File: config.mk
export PLATFORM = sky130hd
export DESIGN_NAME = monolith_axil_slave
export DESIGN_NICKNAME = d
export VERILOG_FILES = /design/src/rtl/monolith_axil_pkg.sv /design/src/rtl/monolith_axil_if.sv /design/src/rtl/monolith_axil_slave.sv
export SDC_FILE = /design/constraint.sdc
export NUM_CORES = 1
export LEC_CHECK = 0
export ABC_AREA = 0
export CORE_MARGIN = 4
export CORE_UTILIZATION = 46
export DETAILED_ROUTE_END_ITERATION = 10
export PLACE_DENSITY = 0.83
export SLEW_MARGIN = 20
export SYNTH_ARGS = -nofsm -noshare
export SYNTH_HDL_FRONTEND = slang
export SYNTH_HIERARCHICAL = 1
export SYNTH_SLANG_ARGS = --single-unit
export TNS_END_PERCENT = 100
File: constraint.sdc
create_clock -name aclk -period 2 [get_ports aclk]
set_input_delay 0.5 -clock aclk [delete_from_list [all_inputs] [get_ports aclk]]
set_output_delay 0.5 -clock aclk [all_outputs]
set_load 0.02 [all_outputs]
File: src/rtl/monolith_axil_pkg.sv
// Shared types, register offsets and field helpers for the Monolith AXI4-Lite front-end.
package monolith_axil_pkg;

    typedef logic [30:0] m31_t;

    localparam m31_t       M31_P    = 31'h7FFF_FFFF;
    localparam logic [3:0] REG_IN1  = 4'h0;
    localparam logic [3:0] REG_IN2  = 4'h4;
    localparam logic [3:0] REG_OUT  = 4'h8;
    localparam logic [3:0] REG_CTRL = 4'hC;
    localparam logic [1:0] AXI_OKAY = 2'b00;

    typedef enum logic [1:0] {
        RegIn1  = REG_IN1[3:2],
        RegIn2  = REG_IN2[3:2],
        RegOut  = REG_OUT[3:2],
        RegCtrl = REG_CTRL[3:2]
    } reg_idx_e;

    // Byte-enable merge into a 31-bit field element, folding p onto 0.
    function automatic m31_t m31_merge(m31_t old_val, m31_t data, logic [3:0] strb);
        m31_t res;
        res[7:0]   = strb[0] ? data[7:0]   : old_val[7:0];
        res[15:8]  = strb[1] ? data[15:8]  : old_val[15:8];
        res[23:16] = strb[2] ? data[23:16] : old_val[23:16];
        res[30:24] = strb[3] ? data[30:24] : old_val[30:24];
        return (res == M31_P) ? '0 : res;
    endfunction

endpackage

File: src/rtl/monolith_axil_if.sv
// AXI4-Lite channel handshakes: captures AW and W independently, issues one write
// at a time, and returns registered read data for a single outstanding read.
module monolith_axil_if
    import monolith_axil_pkg::*;
#(
    parameter int unsigned ADDR_W = 4,
    parameter int unsigned DATA_W = 32
) (
    input  logic                  clk_i,
    input  logic                  rst_i,
    input  logic [ADDR_W-1:0]     awaddr_i,
    input  logic                  awvalid_i,
    output logic                  awready_o,
    input  logic [DATA_W-1:0]     wdata_i,
    input  logic [DATA_W/8-1:0]   wstrb_i,
    input  logic                  wvalid_i,
    output logic                  wready_o,
    output logic                  bvalid_o,
    input  logic                  bready_i,
    input  logic [ADDR_W-1:0]     araddr_i,
    input  logic                  arvalid_i,
    output logic                  arready_o,
    output logic [DATA_W-1:0]     rdata_o,
    output logic                  rvalid_o,
    input  logic                  rready_i,
    output logic                  wr_en_o,
    output logic [ADDR_W-1:0]     wr_addr_o,
    output logic [DATA_W-1:0]     wr_data_o,
    output logic [DATA_W/8-1:0]   wr_strb_o,
    output logic                  rd_en_o,
    output logic [ADDR_W-1:0]     rd_addr_o,
    input  logic [DATA_W-1:0]     rd_data_i
);

    logic                live_q;
    logic                aw_held_q, w_held_q, bvalid_q, rvalid_q;
    logic [ADDR_W-1:0]   aw_addr_q;
    logic [DATA_W-1:0]   w_data_q, rdata_q;
    logic [DATA_W/8-1:0] w_strb_q;

    // live_q keeps every ready low while reset is asserted.
    assign awready_o = live_q && !aw_held_q;
    assign wready_o  = live_q && !w_held_q;
    assign arready_o = live_q && !rvalid_q;
    assign bvalid_o  = bvalid_q;
    assign rvalid_o  = rvalid_q;
    assign rdata_o   = rdata_q;

    assign wr_en_o   = aw_held_q && w_held_q && !bvalid_q;
    assign wr_addr_o = aw_addr_q;
    assign wr_data_o = w_data_q;
    assign wr_strb_o = w_strb_q;
    assign rd_en_o   = arvalid_i && arready_o;
    assign rd_addr_o = araddr_i;

    always_ff @(posedge clk_i) begin
        if (rst_i) begin
            live_q    <= 1'b0;
            aw_held_q <= 1'b0;
            w_held_q  <= 1'b0;
            bvalid_q  <= 1'b0;
            rvalid_q  <= 1'b0;
            aw_addr_q <= '0;
            w_data_q  <= '0;
            w_strb_q  <= '0;
            rdata_q   <= '0;
        end else begin
            live_q <= 1'b1;
            if (awvalid_i && awready_o) begin
                aw_held_q <= 1'b1;
                aw_addr_q <= awaddr_i;
            end
            if (wvalid_i && wready_o) begin
                w_held_q <= 1'b1;
                w_data_q <= wdata_i;
                w_strb_q <= wstrb_i;
            end
            if (wr_en_o) begin
                aw_held_q <= 1'b0;
                w_held_q  <= 1'b0;
                bvalid_q  <= 1'b1;
            end else if (bvalid_q && bready_i) begin
                bvalid_q <= 1'b0;
            end
            if (rd_en_o) begin
                rvalid_q <= 1'b1;
                rdata_q  <= rd_data_i;
            end else if (rvalid_q && rready_i) begin
                rvalid_q <= 1'b0;
            end
        end
    end

endmodule

File: src/rtl/monolith_axil_slave.sv
// AXI4-Lite register front-end for the Monolith M31 hash core (operands, go, result/valid).
// Optional irq output and CTRL bit1 enable when MONOLITH_AXIL_IRQ_EN is defined.
module monolith_axil_slave
    import monolith_axil_pkg::*;
#(
    parameter int unsigned ADDR_W = 4,
    parameter int unsigned DATA_W = 32
) (
    input  logic                aclk,
    input  logic                areset,
    input  logic [ADDR_W-1:0]   s_axi_awaddr,
    input  logic [2:0]          s_axi_awprot,
    input  logic                s_axi_awvalid,
    output logic                s_axi_awready,
    input  logic [DATA_W-1:0]   s_axi_wdata,
    input  logic [DATA_W/8-1:0] s_axi_wstrb,
    input  logic                s_axi_wvalid,
    output logic                s_axi_wready,
    output logic [1:0]          s_axi_bresp,
    output logic                s_axi_bvalid,
    input  logic                s_axi_bready,
    input  logic [ADDR_W-1:0]   s_axi_araddr,
    input  logic [2:0]          s_axi_arprot,
    input  logic                s_axi_arvalid,
    output logic                s_axi_arready,
    output logic [DATA_W-1:0]   s_axi_rdata,
    output logic [1:0]          s_axi_rresp,
    output logic                s_axi_rvalid,
    input  logic                s_axi_rready,
    output logic                core_start,
    output logic [30:0]         core_in1,
    output logic [30:0]         core_in2,
    input  logic                core_done,
    input  logic [30:0]         core_out
`ifdef MONOLITH_AXIL_IRQ_EN
    , output logic              irq
`endif
);

    logic                wr_en, rd_en;
    logic [ADDR_W-1:0]   wr_addr, rd_addr;
    logic [DATA_W-1:0]   wr_data, rd_data;
    logic [DATA_W/8-1:0] wr_strb;

    m31_t in1_q, in1_d, in2_q, in2_d, result_q, result_d;
    m31_t cin1_q, cin1_d, cin2_q, cin2_d;
    logic go_q, go_new, valid_q, valid_d, busy_q, busy_d, pend_q, pend_d;
    logic start_q, start_d, launch;
    logic ctrl_bit1;
`ifdef MONOLITH_AXIL_IRQ_EN
    logic irq_en_q, irq_en_d, irq_q;
    assign irq       = irq_q;
    assign ctrl_bit1 = irq_en_q;
`else
    assign ctrl_bit1 = 1'b0;
`endif

    logic unused;
    assign unused = ^{s_axi_awprot, s_axi_arprot, wr_addr[1:0], rd_addr[1:0], wr_data[31]};

    assign s_axi_bresp = AXI_OKAY;
    assign s_axi_rresp = AXI_OKAY;
    assign core_start  = start_q;
    assign core_in1    = cin1_q;
    assign core_in2    = cin2_q;

    monolith_axil_if #(
        .ADDR_W(ADDR_W),
        .DATA_W(DATA_W)
    ) u_if (
        .clk_i     (aclk),
        .rst_i     (areset),
        .awaddr_i  (s_axi_awaddr),
        .awvalid_i (s_axi_awvalid),
        .awready_o (s_axi_awready),
        .wdata_i   (s_axi_wdata),
        .wstrb_i   (s_axi_wstrb),
        .wvalid_i  (s_axi_wvalid),
        .wready_o  (s_axi_wready),
        .bvalid_o  (s_axi_bvalid),
        .bready_i  (s_axi_bready),
        .araddr_i  (s_axi_araddr),
        .arvalid_i (s_axi_arvalid),
        .arready_o (s_axi_arready),
        .rdata_o   (s_axi_rdata),
        .rvalid_o  (s_axi_rvalid),
        .rready_i  (s_axi_rready),
        .wr_en_o   (wr_en),
        .wr_addr_o (wr_addr),
        .wr_data_o (wr_data),
        .wr_strb_o (wr_strb),
        .rd_en_o   (rd_en),
        .rd_addr_o (rd_addr),
        .rd_data_i (rd_data)
    );

    always_comb begin
        rd_data = '0;
        case (reg_idx_e'(rd_addr[3:2]))
            RegIn1:  rd_data = {1'b0, in1_q};
            RegIn2:  rd_data = {1'b0, in2_q};
            RegOut:  rd_data = {result_q, valid_q};
            RegCtrl: rd_data = {30'b0, ctrl_bit1, go_q};
        endcase
    end

    // Completion is applied before any CTRL write in the same cycle.
    always_comb begin
        in1_d    = in1_q;
        in2_d    = in2_q;
        go_new   = go_q;
        result_d = result_q;
        valid_d  = valid_q;
        busy_d   = busy_q;
        pend_d   = pend_q;
        cin1_d   = cin1_q;
        cin2_d   = cin2_q;
        start_d  = 1'b0;
        launch   = 1'b0;
`ifdef MONOLITH_AXIL_IRQ_EN
        irq_en_d = irq_en_q;
`endif
        if (core_done && busy_q) begin
            result_d = core_out;
            busy_d   = 1'b0;
            valid_d  = go_q;
        end
        if (wr_en) begin
            case (reg_idx_e'(wr_addr[3:2]))
                RegIn1:  in1_d = m31_merge(in1_q, wr_data[30:0], wr_strb);
                RegIn2:  in2_d = m31_merge(in2_q, wr_data[30:0], wr_strb);
                RegCtrl: begin
                    if (wr_strb[0]) begin
                        go_new = wr_data[0];
`ifdef MONOLITH_AXIL_IRQ_EN
                        irq_en_d = wr_data[1];
`endif
                    end
                end
                default: ;
            endcase
        end
        if (!go_new) begin
            valid_d = 1'b0;
            pend_d  = 1'b0;
        end else if (!go_q) begin
            if (busy_d) pend_d = 1'b1;
            else        launch = 1'b1;
        end else if (pend_q && !busy_d) begin
            launch = 1'b1;
        end
        if (launch) begin
            start_d = 1'b1;
            busy_d  = 1'b1;
            valid_d = 1'b0;
            pend_d  = 1'b0;
            cin1_d  = in1_q;
            cin2_d  = in2_q;
        end
    end

    always_ff @(posedge aclk) begin
        if (areset) begin
            in1_q    <= '0;
            in2_q    <= '0;
            go_q     <= 1'b0;
            result_q <= '0;
            valid_q  <= 1'b0;
            busy_q   <= 1'b0;
            pend_q   <= 1'b0;
            start_q  <= 1'b0;
            cin1_q   <= '0;
            cin2_q   <= '0;
`ifdef MONOLITH_AXIL_IRQ_EN
            irq_en_q <= 1'b0;
            irq_q    <= 1'b0;
`endif
        end else begin
            in1_q    <= in1_d;
            in2_q    <= in2_d;
            go_q     <= go_new;
            result_q <= result_d;
            valid_q  <= valid_d;
            busy_q   <= busy_d;
            pend_q   <= pend_d;
            start_q  <= start_d;
            cin1_q   <= cin1_d;
            cin2_q   <= cin2_d;
`ifdef MONOLITH_AXIL_IRQ_EN
            irq_en_q <= irq_en_d;
            irq_q    <= valid_d & go_new & irq_en_d;
`endif
        end
    end

endmodule

==> results.md <==
- Slowest-stage cell, CP: dfxtp_2
- Clock power share: 46.7%
- Vias per cell: 5.77
- Clk buf depth: 3
- Placed insts: 1,622
- Final hold violations: 0
- Hold crit path type: in -> reg
- Fin Clk Skew: 10.2 ps
- Clock Tree Root: clkbuf_16
- Slew @ Worst Pin: 540 ps
- CP Data Required Time: 2440 ps
- Pleak: 5.71 nW
- Failing checks: setup timing
- Starting DRC count in detailed routing: 846
- Global route overflow: 0
- Drc violations: 0
- CTS tree: built
- Gr usage total: 25.4%
- Diode count: 0
- Synth Warn #: 6
- CTS Buf Count: 24
- # fillers: 1,317
- Fin worst setup slack: -213 ps
- Area of the multi-input gates: 4960 um^2
- Peak Freq: 452 MHz
- Register clock-pin slew on the reported worst setup and hold paths: 60 ps
- Largest net degree at the start of global routing: 82
- P_int: 7.89 mW
- Crit-path cells: nand2_2 -> nor2_4 -> nand4_1 -> mux2i_1 -> nand2b_4 -> buf_6 -> nand2b_4 -> buf_12 -> buf_12 -> nand2_1 -> a21oi_1
- P_sw: 2.22 mW
- Met2 GRT Util: 39.9%
- Post-Layout Cell Count: 1,694
- Final GP Congestion: 0.927
- Sequential share of power: 46.9%
- Met1 Resource Use GR: 35.8%
- Maximum fanout along the worst path: 7
- Slowest stage delay, CP: 340 ps
- Post-Synthesis Cells: 1,118
- Sw Ratio: 21.9%
- Total power: 10.1 mW
- Final min period: 2210 ps
- Power Dens Cells: 702 nW/um^2
- Initial antenna violation count: 2
- Nets: 1,502
- GR Layer Usage met3: 5.27%
- CP endpoint kind: flop
- Core area: 19,700 um^2
- I/O pins: 193
- Worst-Skew Late Latency: 520 ps
- Design Area, Final: 14,400 um^2
- Die Y: 150 um
- Vias: 9,779
- Post-DP HPWL: 21,200 um
- Count of final setup violators: 154
- Vias in the first global route: 8,737
- Die width: 150 um
- Synth-to-layout area growth: 55.4%
- Storage cell area: 4700 um^2
- Crit path arrival time: 2660 ps
- First-pass DRT Iterations: 7
- Clk sink count: 234
- Setup_tns: -15,760 ps
- Final count of pins violating max slew: 0
- Outcome: complete, but fails checks
- Num rows: 51
- RSZ-0062 raised after global routing: true
- Die area: 22,500 um^2
- Period utilization: 111%
- First-pass GRT wire length: 46,000 um
- Total of max-cap violations: 0
- Crit start category: flop
- Relative slew slack: 64.0%
- Dpl ws: -212 ps
- VDD IR max: 0.557 mV
- Area of the mapped netlist: 9260 um^2
- Drt wl/cell: 21.3 um
- Grt peak-use layer: met2
- Layout cells sized above 1: 26.6%
- Placed cell areas: 12,200 um^2
- Setup CP Type: reg -> reg
- Hold_buf cts: 0
- Initial Util: 47.1%
- H-tree levels: 1
- Port-buffer cells: 177
- Routed WL: 36,100 um
- Antenna Nets Post-Route: 0
- Mapped Avg Cell Area: 8.28 um^2
- Combinational Power Share: 6.4%
[flip-flops by register name, summed over array words and instances (netlist names)]
name,cells
go_q,1
in1_q,31
u_if/aw_held_q,1
u_if/wr_data_o,31
u_if/rvalid_o,1
core_in1,31
pend_q,1
u_if/wr_addr_o,2
valid_q,1
u_if/rdata_o,32
in2_q,31
busy_q,1
result_q,31
core_in2,31
u_if/bvalid_o,1
u_if/live_q,1
core_start,1
u_if/wr_strb_o,4
u_if/w_held_q,1
[path summary, 6_finish.rpt]
kind	startpoint	endpoint	slack, ps	cells after the start
worst min-delay path	areset	result_q[5]$_SDFFE_PP0P_	400	2
worst min register to register	u_if/rdata_o[17]$_SDFFE_PP0P_	u_if/rdata_o[17]$_SDFFE_PP0P_	450	2
worst max register to register	u_if/w_held_q$_SDFFE_PP0P_	core_in2[8]$_SDFFE_PP0P_	-210	11
worst max-delay path	u_if/w_held_q$_SDFFE_PP0P_	core_in2[8]$_SDFFE_PP0P_	-210	11
[power by group through the flow]
stage	Combinational (mW)	Sequential [mW]	Clock (mW)
6_report	0.645	4.74	4.72
5_1_grt	0.679	4.74	4.94
4_1_cts	0.609	4.74	4.72
3_5_place_dp	0.606	4.84	0
3_3_place_gp	0.600	4.84	0
2_1_floorplan	0.302	4.83	0
[what timing repair did]
action                     CTS  global route
cloned                       1            15
setup buffers                2            14
setup endpoints to repair  148           155
gates resized for setup     41           240
pin swaps                    4           130
[critical path, delay by kind of cell (launching register included)]
family / cells / cell delay, ps
buffers and inverters: 3 / 420
DFF: 1 / 340
and+or+nand+nor: 6 / 900
muxes: 1 / 300
AOI/OAI and AO/OA: 1 / 170
[per-layer routing]
| metal | wire length, um | vias up |
|---|---|---|
| met3 | 3720 | 152 |
| met5 | 21 | - |
| met4 | 1590 | 4 |
| met2 | 16600 | 628 |
| met1 | 14200 | 4591 |
| li1 | - | 4404 |
[layout by cell type, fill, tap and decap left out, types with 3 or more instances in the layout]
cell type / count
o21ai_1: 3
a32o_1: 15
o21ai_0: 35
nor2_1: 17
dfxtp_4: 3
clkbuf_1: 5
dfxtp_1: 228
a21oi_2: 61
nor2b_1: 6
a22o_1: 15
clkbuf_16: 36
mux2i_1: 34
buf_4: 133
buf_6: 11
dlymetal6s2s_1: 27
conb_1: 4
nor2_4: 3
clkinv_2: 3
nand2_1: 314
o31ai_4: 3
nand3_1: 11
nand2b_1: 9
buf_12: 16
dlygate4sd2_1: 19
a21oi_1: 106
o31ai_1: 4
bufinv_16: 3
clkdlybuf4s50_1: 126
o2bb2ai_1: 34
inv_1: 4
nand2_4: 53
nand2_2: 18
nand4_1: 9
clkbuf_8: 6
nand3b_1: 6
dfxtp_2: 3
[area by class of cell]
cell class	count	share of cell area [%]
Inverter	5	0.130
Multi-Input combinational cell	799	34.5
Clock buffer	36	5.05
Timing Repair Buffer	349	24.6
Sequential cell	234	32.7
Tap cell	265	2.30
Clock inverter	6	0.730
[stage by stage]
stage          util (%)  hold slack (ps)
3_3_place_gp       62.3              439
2_1_floorplan         -              432
4_1_cts            66.7              368
3_5_place_dp       62.3              446
6_report           73.2              404
5_1_grt            73.2              395
Power figures use the tool's default switching activity.
